--- src/rtl/compuertas_pkg.sv ---
// compuertas_bist shared types: gate op codes, sweep length and FSM states.
// Imported by the BIST controller, its reference model and the bus interface.
package compuertas_pkg;

  localparam logic [2:0] SEL_OFF  = 3'b000;
  localparam logic [2:0] SEL_AND  = 3'b001;
  localparam logic [2:0] SEL_OR   = 3'b010;
  localparam logic [2:0] SEL_XOR  = 3'b011;
  localparam logic [2:0] SEL_NAND = 3'b100;
  localparam logic [2:0] SEL_NOR  = 3'b101;
  localparam logic [2:0] SEL_XNOR = 3'b110;

  localparam logic [2:0] ENT_LAST = 3'b111;

  // OFF check plus six ops times eight operand patterns
  localparam int NUM_VECTORS = 49;

  typedef enum logic [2:0] {
    ST_IDLE,
    ST_OFFCHK,
    ST_WAIT,
    ST_SAMPLE,
    ST_DONE
  } state_e;

endpackage

--- src/rtl/compuertas_if.sv ---
// Bus between the BIST controller (master) and the 3-input gate unit (slave).
// The master drives enable, op select and operands; the slave returns sal.
interface compuertas_if;
  import compuertas_pkg::*;

  logic       act;
  logic [2:0] sel;
  logic [2:0] ent;
  logic       sal;

  modport master (
    output act,
    output sel,
    output ent,
    input  sal
  );

  modport slave (
    input  act,
    input  sel,
    input  ent,
    output sal
  );

endinterface

--- src/rtl/compuertas_ref_model.sv ---
// Combinational golden model of the 3-input gate unit.
// Disabled unit or unused select codes always produce 0.
module compuertas_ref_model
  import compuertas_pkg::*;
(
  input  logic       act_i,
  input  logic [2:0] sel_i,
  input  logic [2:0] ent_i,
  output logic       sal_o
);

  logic and3;
  logic or3;
  logic xor3;

  assign and3 = &ent_i;
  assign or3  = |ent_i;
  assign xor3 = ^ent_i;

  always_comb begin
    sal_o = 1'b0;
    if (act_i) begin
      unique case (sel_i)
        SEL_AND:  sal_o = and3;
        SEL_OR:   sal_o = or3;
        SEL_XOR:  sal_o = xor3;
        SEL_NAND: sal_o = ~and3;
        SEL_NOR:  sal_o = ~or3;
        SEL_XNOR: sal_o = ~xor3;
        default:  sal_o = 1'b0;
      endcase
    end
  end

endmodule

--- src/rtl/compuertas_bist.sv ---
// Power-on self-test for the gate unit: sweeps the OFF check and all ops,
// compares sal to the reference model and records the first failing vector.
module compuertas_bist
  import compuertas_pkg::*;
#(
  parameter int SETTLE_CYCLES = 2,
  parameter int ERR_W         = 8
) (
  input  logic             clk,
  input  logic             rst,
  input  logic             start_i,
  compuertas_if.master     gate,
  output logic             busy_o,
  output logic             done_o,
  output logic             pass_o,
  output logic [ERR_W-1:0] err_count_o,
  output logic             fail_valid_o,
  output logic [2:0]       fail_sel_o,
  output logic [2:0]       fail_ent_o
);

  localparam int CNT_W =
    (SETTLE_CYCLES > 1) ? $clog2(SETTLE_CYCLES) : 1;

  // OFFCHK already spends one settle cycle, so it waits one less
  localparam logic [CNT_W-1:0] WAIT_OP  =
    CNT_W'(SETTLE_CYCLES - 1);
  localparam logic [CNT_W-1:0] WAIT_OFF =
    CNT_W'(SETTLE_CYCLES - 2);

  localparam logic [5:0] VEC_LAST = 6'(NUM_VECTORS - 1);

  state_e           state_q;
  logic [CNT_W-1:0] cnt_q;
  logic [5:0]       vec_q;
  logic             act_q;
  logic [2:0]       sel_q;
  logic [2:0]       ent_q;
  logic             busy_q;
  logic             done_q;
  logic             pass_q;
  logic [ERR_W-1:0] err_q;
  logic             fvalid_q;
  logic [2:0]       fsel_q;
  logic [2:0]       fent_q;

  logic             exp_sal;
  logic             mismatch;
  logic             last_vec;
  logic [ERR_W-1:0] err_d;
  logic [2:0]       sel_d;
  logic [2:0]       ent_d;

  compuertas_ref_model u_ref (
    .act_i (act_q),
    .sel_i (sel_q),
    .ent_i (ent_q),
    .sal_o (exp_sal)
  );

  assign mismatch = (gate.sal != exp_sal);
  assign last_vec = (vec_q == VEC_LAST);

  always_comb begin
    err_d = err_q;
    if (mismatch && (err_q != '1)) begin
      err_d = err_q + 1'b1;
    end
  end

  // ent runs fastest; the OFF check hands over to AND/000
  always_comb begin
    sel_d = sel_q;
    ent_d = ent_q + 3'd1;
    if (!act_q) begin
      sel_d = SEL_AND;
      ent_d = '0;
    end else if (ent_q == ENT_LAST) begin
      sel_d = sel_q + 3'd1;
    end
  end

  always_ff @(posedge clk) begin
    if (rst) begin
      state_q  <= ST_IDLE;
      cnt_q    <= '0;
      vec_q    <= '0;
      act_q    <= 1'b0;
      sel_q    <= SEL_OFF;
      ent_q    <= '0;
      busy_q   <= 1'b0;
      done_q   <= 1'b0;
      pass_q   <= 1'b0;
      err_q    <= '0;
      fvalid_q <= 1'b0;
      fsel_q   <= '0;
      fent_q   <= '0;
    end else begin
      unique case (state_q)
        ST_IDLE: begin
          if (start_i) begin
            err_q    <= '0;
            fvalid_q <= 1'b0;
            fsel_q   <= '0;
            fent_q   <= '0;
            pass_q   <= 1'b0;
            busy_q   <= 1'b1;
            act_q    <= 1'b0;
            sel_q    <= SEL_AND;
            ent_q    <= ENT_LAST;
            vec_q    <= '0;
            state_q  <= ST_OFFCHK;
          end
        end
        ST_OFFCHK: begin
          if (SETTLE_CYCLES == 1) begin
            state_q <= ST_SAMPLE;
          end else begin
            cnt_q   <= WAIT_OFF;
            state_q <= ST_WAIT;
          end
        end
        ST_WAIT: begin
          if (cnt_q == '0) begin
            state_q <= ST_SAMPLE;
          end else begin
            cnt_q <= cnt_q - 1'b1;
          end
        end
        ST_SAMPLE: begin
          err_q <= err_d;
          if (mismatch && !fvalid_q) begin
            fvalid_q <= 1'b1;
            fsel_q   <= act_q ? sel_q : SEL_OFF;
            fent_q   <= ent_q;
          end
          if (last_vec) begin
            done_q  <= 1'b1;
            busy_q  <= 1'b0;
            pass_q  <= (err_d == '0);
            act_q   <= 1'b0;
            sel_q   <= SEL_OFF;
            ent_q   <= '0;
            state_q <= ST_DONE;
          end else begin
            act_q   <= 1'b1;
            sel_q   <= sel_d;
            ent_q   <= ent_d;
            vec_q   <= vec_q + 6'd1;
            cnt_q   <= WAIT_OP;
            state_q <= ST_WAIT;
          end
        end
        ST_DONE: begin
          done_q  <= 1'b0;
          state_q <= ST_IDLE;
        end
        default: state_q <= ST_IDLE;
      endcase
    end
  end

  assign gate.act     = act_q;
  assign gate.sel     = sel_q;
  assign gate.ent     = ent_q;
  assign busy_o       = busy_q;
  assign done_o       = done_q;
  assign pass_o       = pass_q;
  assign err_count_o  = err_q;
  assign fail_valid_o = fvalid_q;
  assign fail_sel_o   = fsel_q;
  assign fail_ent_o   = fent_q;

endmodule

--- src/flat_wrapper.sv ---
// flat-port wrapper written by rule: the top's interface ports become plain ports
module compuertas_bist_flat import compuertas_pkg::*;
#(
  parameter int SETTLE_CYCLES = 2,
  parameter int ERR_W         = 8
)
  (clk, rst, start_i, busy_o, done_o, pass_o, err_count_o, fail_valid_o, fail_sel_o, fail_ent_o, gate_act, gate_sel, gate_ent, gate_sal);
  compuertas_if gate_i ();
  input  logic clk;
  input  logic rst;
  input  logic start_i;
  output logic busy_o;
  output logic done_o;
  output logic pass_o;
  output logic [ERR_W-1:0] err_count_o;
  output logic fail_valid_o;
  output logic [2:0] fail_sel_o;
  output logic [2:0] fail_ent_o;
  output wire logic [$bits(gate_i.act)-1:0] gate_act;
  output wire logic [$bits(gate_i.sel)-1:0] gate_sel;
  output wire logic [$bits(gate_i.ent)-1:0] gate_ent;
  input wire logic [$bits(gate_i.sal)-1:0] gate_sal;
  assign gate_act = gate_i.act;
  assign gate_sel = gate_i.sel;
  assign gate_ent = gate_i.ent;
  assign gate_i.sal = gate_sal;
  compuertas_bist #(.SETTLE_CYCLES(SETTLE_CYCLES), .ERR_W(ERR_W)) u_core (.clk(clk), .rst(rst), .start_i(start_i), .gate(gate_i), .busy_o(busy_o), .done_o(done_o), .pass_o(pass_o), .err_count_o(err_count_o), .fail_valid_o(fail_valid_o), .fail_sel_o(fail_sel_o), .fail_ent_o(fail_ent_o));
endmodule
--- config.mk ---
export PLATFORM = sky130hd
export DESIGN_NAME = compuertas_bist_flat
export DESIGN_NICKNAME = d
export VERILOG_FILES = /design/src/rtl/compuertas_pkg.sv /design/src/rtl/compuertas_if.sv /design/src/rtl/compuertas_ref_model.sv /design/src/rtl/compuertas_bist.sv /design/src/flat_wrapper.sv
export SDC_FILE = /design/constraint.sdc
export NUM_CORES = 1
export LEC_CHECK = 0
export CAP_MARGIN = 20
export CORE_MARGIN = 5
export CORE_UTILIZATION = 45
export CTS_BUF_LIST = sky130_fd_sc_hd__clkbuf_4
export DETAILED_ROUTE_END_ITERATION = 10
export HOLD_SLACK_MARGIN = 0.12
export PLACE_DENSITY = 0.73
export SLEW_MARGIN = 20
export SYNTH_ARGS = -nofsm -noshare
export SYNTH_HDL_FRONTEND = slang
export SYNTH_SLANG_ARGS = --single-unit
--- constraint.sdc ---
create_clock -name clk -period 4.5 [get_ports clk]
set_input_delay 0.9 -clock clk [delete_from_list [all_inputs] [get_ports clk]]
set_output_delay 0.9 -clock clk [all_outputs]
set_load 0.02 [all_outputs]
==> results of run 1 <==
[layer usage]
metal	vias up	share of wire, %
met5	-	0
met4	0	0.79
met3	4	5.8
met2	45	44
met1	928	49
li1	982	-
[logic make-up after synthesis]
logic type	after synthesis
AND/OR/NAND/NOR	97
AO/OA/AOI/OAI	71
flip-flops	35
buffers and inverters	31
adder cells (fa/ha/maj)	11
XOR/XNOR	6
multiplexers	4
[critical path, stage by stage]
cell and delay, ns:
clkdlybuf4s50_1 0.50, or4b_4 0.55, and2_4 0.23, a21oi_4 0.16, and4_1 0.25, and3_1 0.18
xnor2_1 0.11, nor2_1 0.05
[cells in the final DEF, fill, tap and decap left out, drive strengths merged, types with 2 or more instances in the layout]
cell           count
clkbuf             5
xor2               2
nand3             10
o21ai             11
and2               2
buf                3
nor2              23
a311o              2
nand4b             2
nand3b             8
a32o               2
o31ai              2
clkdlybuf4s50     28
a31oi              5
nand2b             2
and4               3
nor3               7
or4b               2
nand2             18
clkinv             3
a221oi             2
a2111oi            3
inv               13
o21a               2
ha                11
a211oi            10
a21oi             24
o31a               2
dfxtp             35
or3                2
xnor2              4
nand4              4
mux2i              3
and3              10
[sequential cells by signal, summed over array words and instances, names as in the netlist]
register / cells
u_core.state_q: 3
u_core.gate.sel: 3
u_core.pass_o: 1
u_core.gate.act: 1
u_core.fail_ent_o: 3
u_core.done_o: 1
u_core.err_count_o: 8
u_core.fail_sel_o: 3
u_core.fail_valid_o: 1
u_core.cnt_q: 1
u_core.vec_q: 6
u_core.busy_o: 1
u_core.gate.ent: 3
[metrics by stage]
step                total power (W)  util (%)  instances  hold WS, ns  cell area, µm²
global route               0.000618      52.6        331        0.508            2450
finish                     0.000585      52.6        331        0.487            2450
floorplan                  0.000404         -        255        0.454            2120
global placement           0.000429      51.5        323        0.466            2400
CTS                        0.000591      52.6        331        0.492            2450
detailed placement         0.000430      51.5        323        0.476            2400
[cell usage after synthesis (all sizes together) (2+ instances only)]
cell | instances | share of area [%]
nor3 | 7 | 1.6
a221oi | 2 | 0.82
o21a | 2 | 0.71
xor2 | 2 | 0.82
o21ai | 11 | 2.6
nand2b | 2 | 0.94
nand4 | 4 | 1.2
and4 | 3 | 1.2
mux2i | 3 | 1.4
a21oi | 24 | 6.2
o31a | 2 | 0.82
and2 | 2 | 0.71
clkbuf | 10 | 1.8
a211oi | 10 | 3.8
ha | 11 | 6.5
or4b | 2 | 1.1
and3 | 10 | 2.9
xnor2 | 4 | 1.6
nand2 | 18 | 3.2
nand3b | 8 | 2.8
a311o | 2 | 0.94
a32o | 2 | 0.94
o31ai | 2 | 0.94
nor2 | 23 | 4.1
or3 | 2 | 0.82
nand3 | 10 | 2.4
a2111oi | 3 | 2.1
a31oi | 5 | 1.5
buf | 7 | 2.8
nand4b | 2 | 0.82
dfxtp | 35 | 33
inv | 13 | 2.3
[power by group through the flow]
stage / sequential, W / clock [W] / combinational (W)
floorplan: 0.000341 / 0 / 0.0000631
global placement: 0.000338 / 0 / 0.0000903
detailed placement: 0.000338 / 0 / 0.0000911
CTS: 0.000331 / 0.000168 / 0.0000921
global route: 0.000333 / 0.000185 / 0.000100
finish: 0.000331 / 0.000162 / 0.0000917
[how the worst max path moves through the flow]
stage                                                    end  slack [ns]  cells past startpoint                       startpoint
final                           u_core.vec_q[5]$_SDFFE_PP0P_        1.80                      8                          start_i
after global routing      u_core.err_count_o[7]$_SDFFE_PP0P_        1.69                     10  u_core.gate.ent[1]$_SDFFE_PP0P_
after CTS                       u_core.vec_q[5]$_SDFFE_PP0P_        1.82                      8                          start_i
after detailed placement        u_core.vec_q[5]$_SDFFE_PP0P_        1.46                      8                          start_i
after global placement          u_core.vec_q[5]$_SDFFE_PP0P_        1.49                      8                          start_i
after floorplan                 u_core.vec_q[5]$_SDFFE_PP0P_        1.95                      9                          start_i
[final cells by class]
type / instances / area (µm²) / area share [%]
inverters: 14 / 52.6 / 2.14
clock buffers: 5 / 37.5 / 1.53
clock inverters: 3 / 15.0 / 0.613
flip-flops and latches: 35 / 701 / 28.6
repair buffers: 31 / 303 / 12.4
well taps: 54 / 67.6 / 2.76
multi-input cells: 189 / 1270 / 52.0
==> metrics.yaml, run 1 <==
outcome: "complete, no violations"
numCtsBuffers: 5
hold_class: "flop to flop"
yosysSeqAreaShare_pct: 33.0
crit_arrival_ns: 2.93
p_leak_nw: 0.858
initial_utilization_pct: 45.6
synth_compound_area_share_pct: 23.9
core_area_um2: 4660
firstDrtPassIters: 4
post_cts_buffers: 0
grtUsageMet3_pct: 4.88
wl_mm: 4.92
max_slew.worst_pin.slew_ns: 0.551
worstHoldEndpoint: "u_core.cnt_q$_SDFFE_PP0P_"
num_rows: 25
drv_slew: 0
remaining_drc_errors: 0
dieArea_um2: 6200
diodes: 0
fillers: 452
cts_resized: 0
grt_max_degree: 25
intPower_w: 0.000414
switching_share_pct: 29.1
synth-xor-area-share_pct: 2.47
synth_edf_count: 0
async_flop_share_pct: 0
whs_path_depth: 2
cts_tree: "built"
top_usage_layer: "met2"
synth_top_family_by_area: "simple AND/OR/NAND/NOR gates"
area_growth_pct: 15.4
viasPerCell: 5.92
nNetsFinal: 291
grt_pass1_wl_mm: 7.93
irDropWorstVdd_v: 0.000114
hold_start: "u_core.cnt_q$_SDFFE_PP0P_"
synth_ff_type: "dfxtp_1"
p_comb_share_pct: 15.7
grt.overflow.total: 0
clock_path_buffers: 2
cts-htree-levels: 2
path_class: "input port to flop"
r2r_cells: 8
r2r_end: "u_core.err_count_o[7]$_SDFFE_PP0P_"
synthMuxAreaShare_pct: 1.94
io_buffers: 28
cts_root_buf: "clkbuf_4"
p_per_area_nw_per_um2: 239
synthSimpleGateAreaFrac_pct: 25.2
setup_viol: 0
period_share_pct: 59.9
final_hold_viol_count: 0
met1_usage_pct: 21.9
dpl_worst_slack_ns: 1.46
ant_nets: 0
clk_pin_slew_ns: 0.11
die_y_um: 78.7
grt_use_total_pct: 15.9
critPathMaxFanout: 9
ys_warn_count: 0
grt_setup_unrepaired: "false"
period_needed_ns: 2.70
cap_violations: 0
synthAdderAreaFrac_pct: 6.48
syn_area_per_cell_um2: 8.33
clk_latency_ns: 0.33
antenna_found_initial: 0
power_frac_clock_pct: 27.7
grt.met2_usage_pct: 23.9
ctsHoldBuffers: 0
dpl.hpwl_mm: 3.49
pwr-share-seq_pct: 56.6
slew_headroom_pct: 63.2
gp_congestion: 0.834
die_w_um: 78.7
drive_gt1_share_pct: 7.58
rrSetupSlack_ns: 1.84
synth_cell_type_count: 54
clock.fmax_mhz: 371
skew_ns: 0.00841
worstReg2RegStart: "u_core.gate.ent[1]$_SDFFE_PP0P_"
worstSetupEndpointType: "flop"
postSynthNetCount: 270
drtIter0Drc: 121
wire_per_inst_um: 14.9
pin_count: 29
setup_ws_ns: 1.80
finalSetupTns_ns: 0
synth_area_um2: 2120
numClockSinks: 35
synth-seq-cells: 35
via_count: 1959
synth_cells: 255
cp-start-kind: "input port"
required_ns: 4.73
grt_pass1_vias: 1661
netSwitchingPower_w: 0.000170
No activity file was read; power rests on OpenSTA's default activity.
==> run 2: changes to the inputs <==
Settings changed: PLACE_DENSITY 0.73 to 0.75.
Clock period 4.5 ns to 2.4 ns, I/O delays scaled along.
==> run 2 against run 1 <==
Compared with the run above: the run now ends with negative setup slack left; combinational power rose to 2.6 times the previous value; die area stayed put; wire length grew 23%; critical path type is now flop to flop; largest cell class unchanged; largest power group unchanged; highest routed layer unchanged.
==> metrics.yaml, run 2 (synthesis results as in run 1) <==
setup_viol: 1  # +1
slew_headroom_pct: 71.4  # +8.2 points
remaining_drc_errors: 0  # unchanged
gp_congestion: 0.885  # +6.1%
firstDrtPassIters: 4  # unchanged
skew_ns: 0.0105  # +0.00207 ns
via_count: 2161  # +10%
grt_pass1_vias: 1948  # +17%
p_leak_nw: 1.04  # +22%
dpl_worst_slack_ns: -0.0652  # -1.52 ns
drv_slew: 0  # unchanged
nNetsFinal: 321  # +10%
required_ns: 2.65  # -2.08 ns
period_share_pct: 100
violations: "negative setup slack"
clock_path_buffers: 2  # unchanged
diodes: 0  # unchanged
cts_tree: "built"
pin_count: 29  # unchanged
critPathMaxFanout: 7  # -2
worstSetupEndpointType: "flop"
clk_pin_slew_ns: 0.13  # +0.02 ns
grt_max_degree: 24  # -4.0%
p_per_area_nw_per_um2: 492  # +110%
cts_root_buf: "clkbuf_4"
numCtsBuffers: 5  # unchanged
cts-htree-levels: 2  # unchanged
finalSetupTns_ns: -0.00180  # -0.00180 ns
hold-worst-slack_ns: 0.494  # +0.00654 ns
hold_class: "flop to flop"
wl_mm: 6.06  # +23%
final_hold_viol_count: 0  # unchanged
area_growth_pct: 36.0
irDropWorstVdd_v: 0.000318  # +180%
cap_violations: 0  # unchanged
io_buffers: 28  # unchanged
initial_utilization_pct: 45.6  # unchanged
largest_reg_flops: 8  # unchanged
path_class: "flop to flop"
num_rows: 25  # unchanged
grt_pass1_wl_mm: 9.52  # +20%
numClockSinks: 35  # unchanged
core_area_um2: 4660  # unchanged
viasPerCell: 5.99  # +1.1%
grt.overflow.total: 0  # unchanged
period_needed_ns: 2.40
die_w_um: 78.7  # unchanged
layout_common_cells: "dfxtp_1 (31), clkdlybuf4s50_1 (28), buf_4 (28), nor2_1 (23), a21oi_1 (19)"
drive_gt1_share_pct: 25.4  # +18 points
clock.fmax_mhz: 416
dieArea_um2: 6200  # unchanged
grt_use_total_pct: 19.3  # +3.4 points
cp-start-kind: "flop"
crit_arrival_ns: 2.65  # -0.28 ns
antenna_found_initial: 0  # unchanged
layout_commonest_cell: "dfxtp_1"
setup_ws_ns: -0.00180  # -1.81 ns
die_y_um: 78.7  # unchanged
dpl.hpwl_mm: 3.91  # +12%
ant_nets: 0  # unchanged
wire_per_inst_um: 16.8  # +13%
drtIter0Drc: 165  # +36%
max_slew.worst_pin.slew_ns: 0.425  # -0.126 ns
outcome: "finished with violations"
clk_latency_ns: 0.37  # +0.04 ns
grt_setup_unrepaired: "true"
==> run 2: worst max-delay path: stages (launching register included) <==
cell and delay (ns):
dfxtp_4 0.39, ha_4 0.16, ha_4 0.16, o221a_4 0.25, o21a_1 0.20, or3_4 0.41
a211oi_4 0.34, buf_6 0.16, nand3b_1 0.14, a21oi_2 0.06
==> run 2: path summary, 6_finish.rpt <==
kind         cells after the start                         startpoint                                 to  slack (ns)
min reg2reg                      2  u_core.fail_ent_o[2]$_SDFFE_PP0P_  u_core.fail_ent_o[2]$_SDFFE_PP0P_        0.49
min                              2  u_core.fail_ent_o[2]$_SDFFE_PP0P_  u_core.fail_ent_o[2]$_SDFFE_PP0P_        0.49
max reg2reg                      9    u_core.gate.ent[1]$_SDFFE_PP0P_  u_core.fail_sel_o[0]$_SDFFE_PP0P_      -0.002
max                              9    u_core.gate.ent[1]$_SDFFE_PP0P_  u_core.fail_sel_o[0]$_SDFFE_PP0P_      -0.002
==> run 2: area by class of cell <==
class | instances | area (µm²)
Clock buffer | 5 | 37.5
Clock inverter | 3 | 67.6
Fill cell | 391 | 1770
Inverter | 14 | 52.6
Multi-Input combinational cell | 190 | 1420
Sequential cell | 35 | 711
Tap cell | 54 | 67.6
Timing Repair Buffer | 60 | 536
==> run 2: layer usage <==
layer / wire, µm / track usage [%] / vias up
li1: - / - / 1043
met1: 2770 / 26.5 / 1048
met2: 2800 / 29.2 / 60
met3: 367 / 3.63 / 10
met4: 129 / 9.27 / 0
met5: 0 / 0 / -
==> run 2: power by group <==
| part | internal (W) | switching [W] |
|---|---|---|
| clock | 0.000324 | 0.000235 |
| sequential | 0.000598 | 0.0000239 |
| combinational | 0.000113 | 0.000128 |
==> run 2: what timing repair did <==
item | in CTS | in global routing
gates cloned | 3 | 0
setup buffers | 1 | 4
resized for setup | 16 | 20
endpoints found under the setup margin | 8 | 15
pin swaps | 4 | 13
hold buffers | 0 | 0
==> run 2: stage by stage <==
step / utilization (%) / total power, W / area, µm² / cells
after global routing: 62.0 / 0.00147 / 2890 / 361
after global placement: 55.2 / 0.000832 / 2570 / 345
after CTS: 59.7 / 0.00141 / 2780 / 357
after detailed placement: 55.2 / 0.000837 / 2570 / 345
final: 62.0 / 0.00142 / 2890 / 361
after floorplan: - / 0.000759 / 2130 / 255
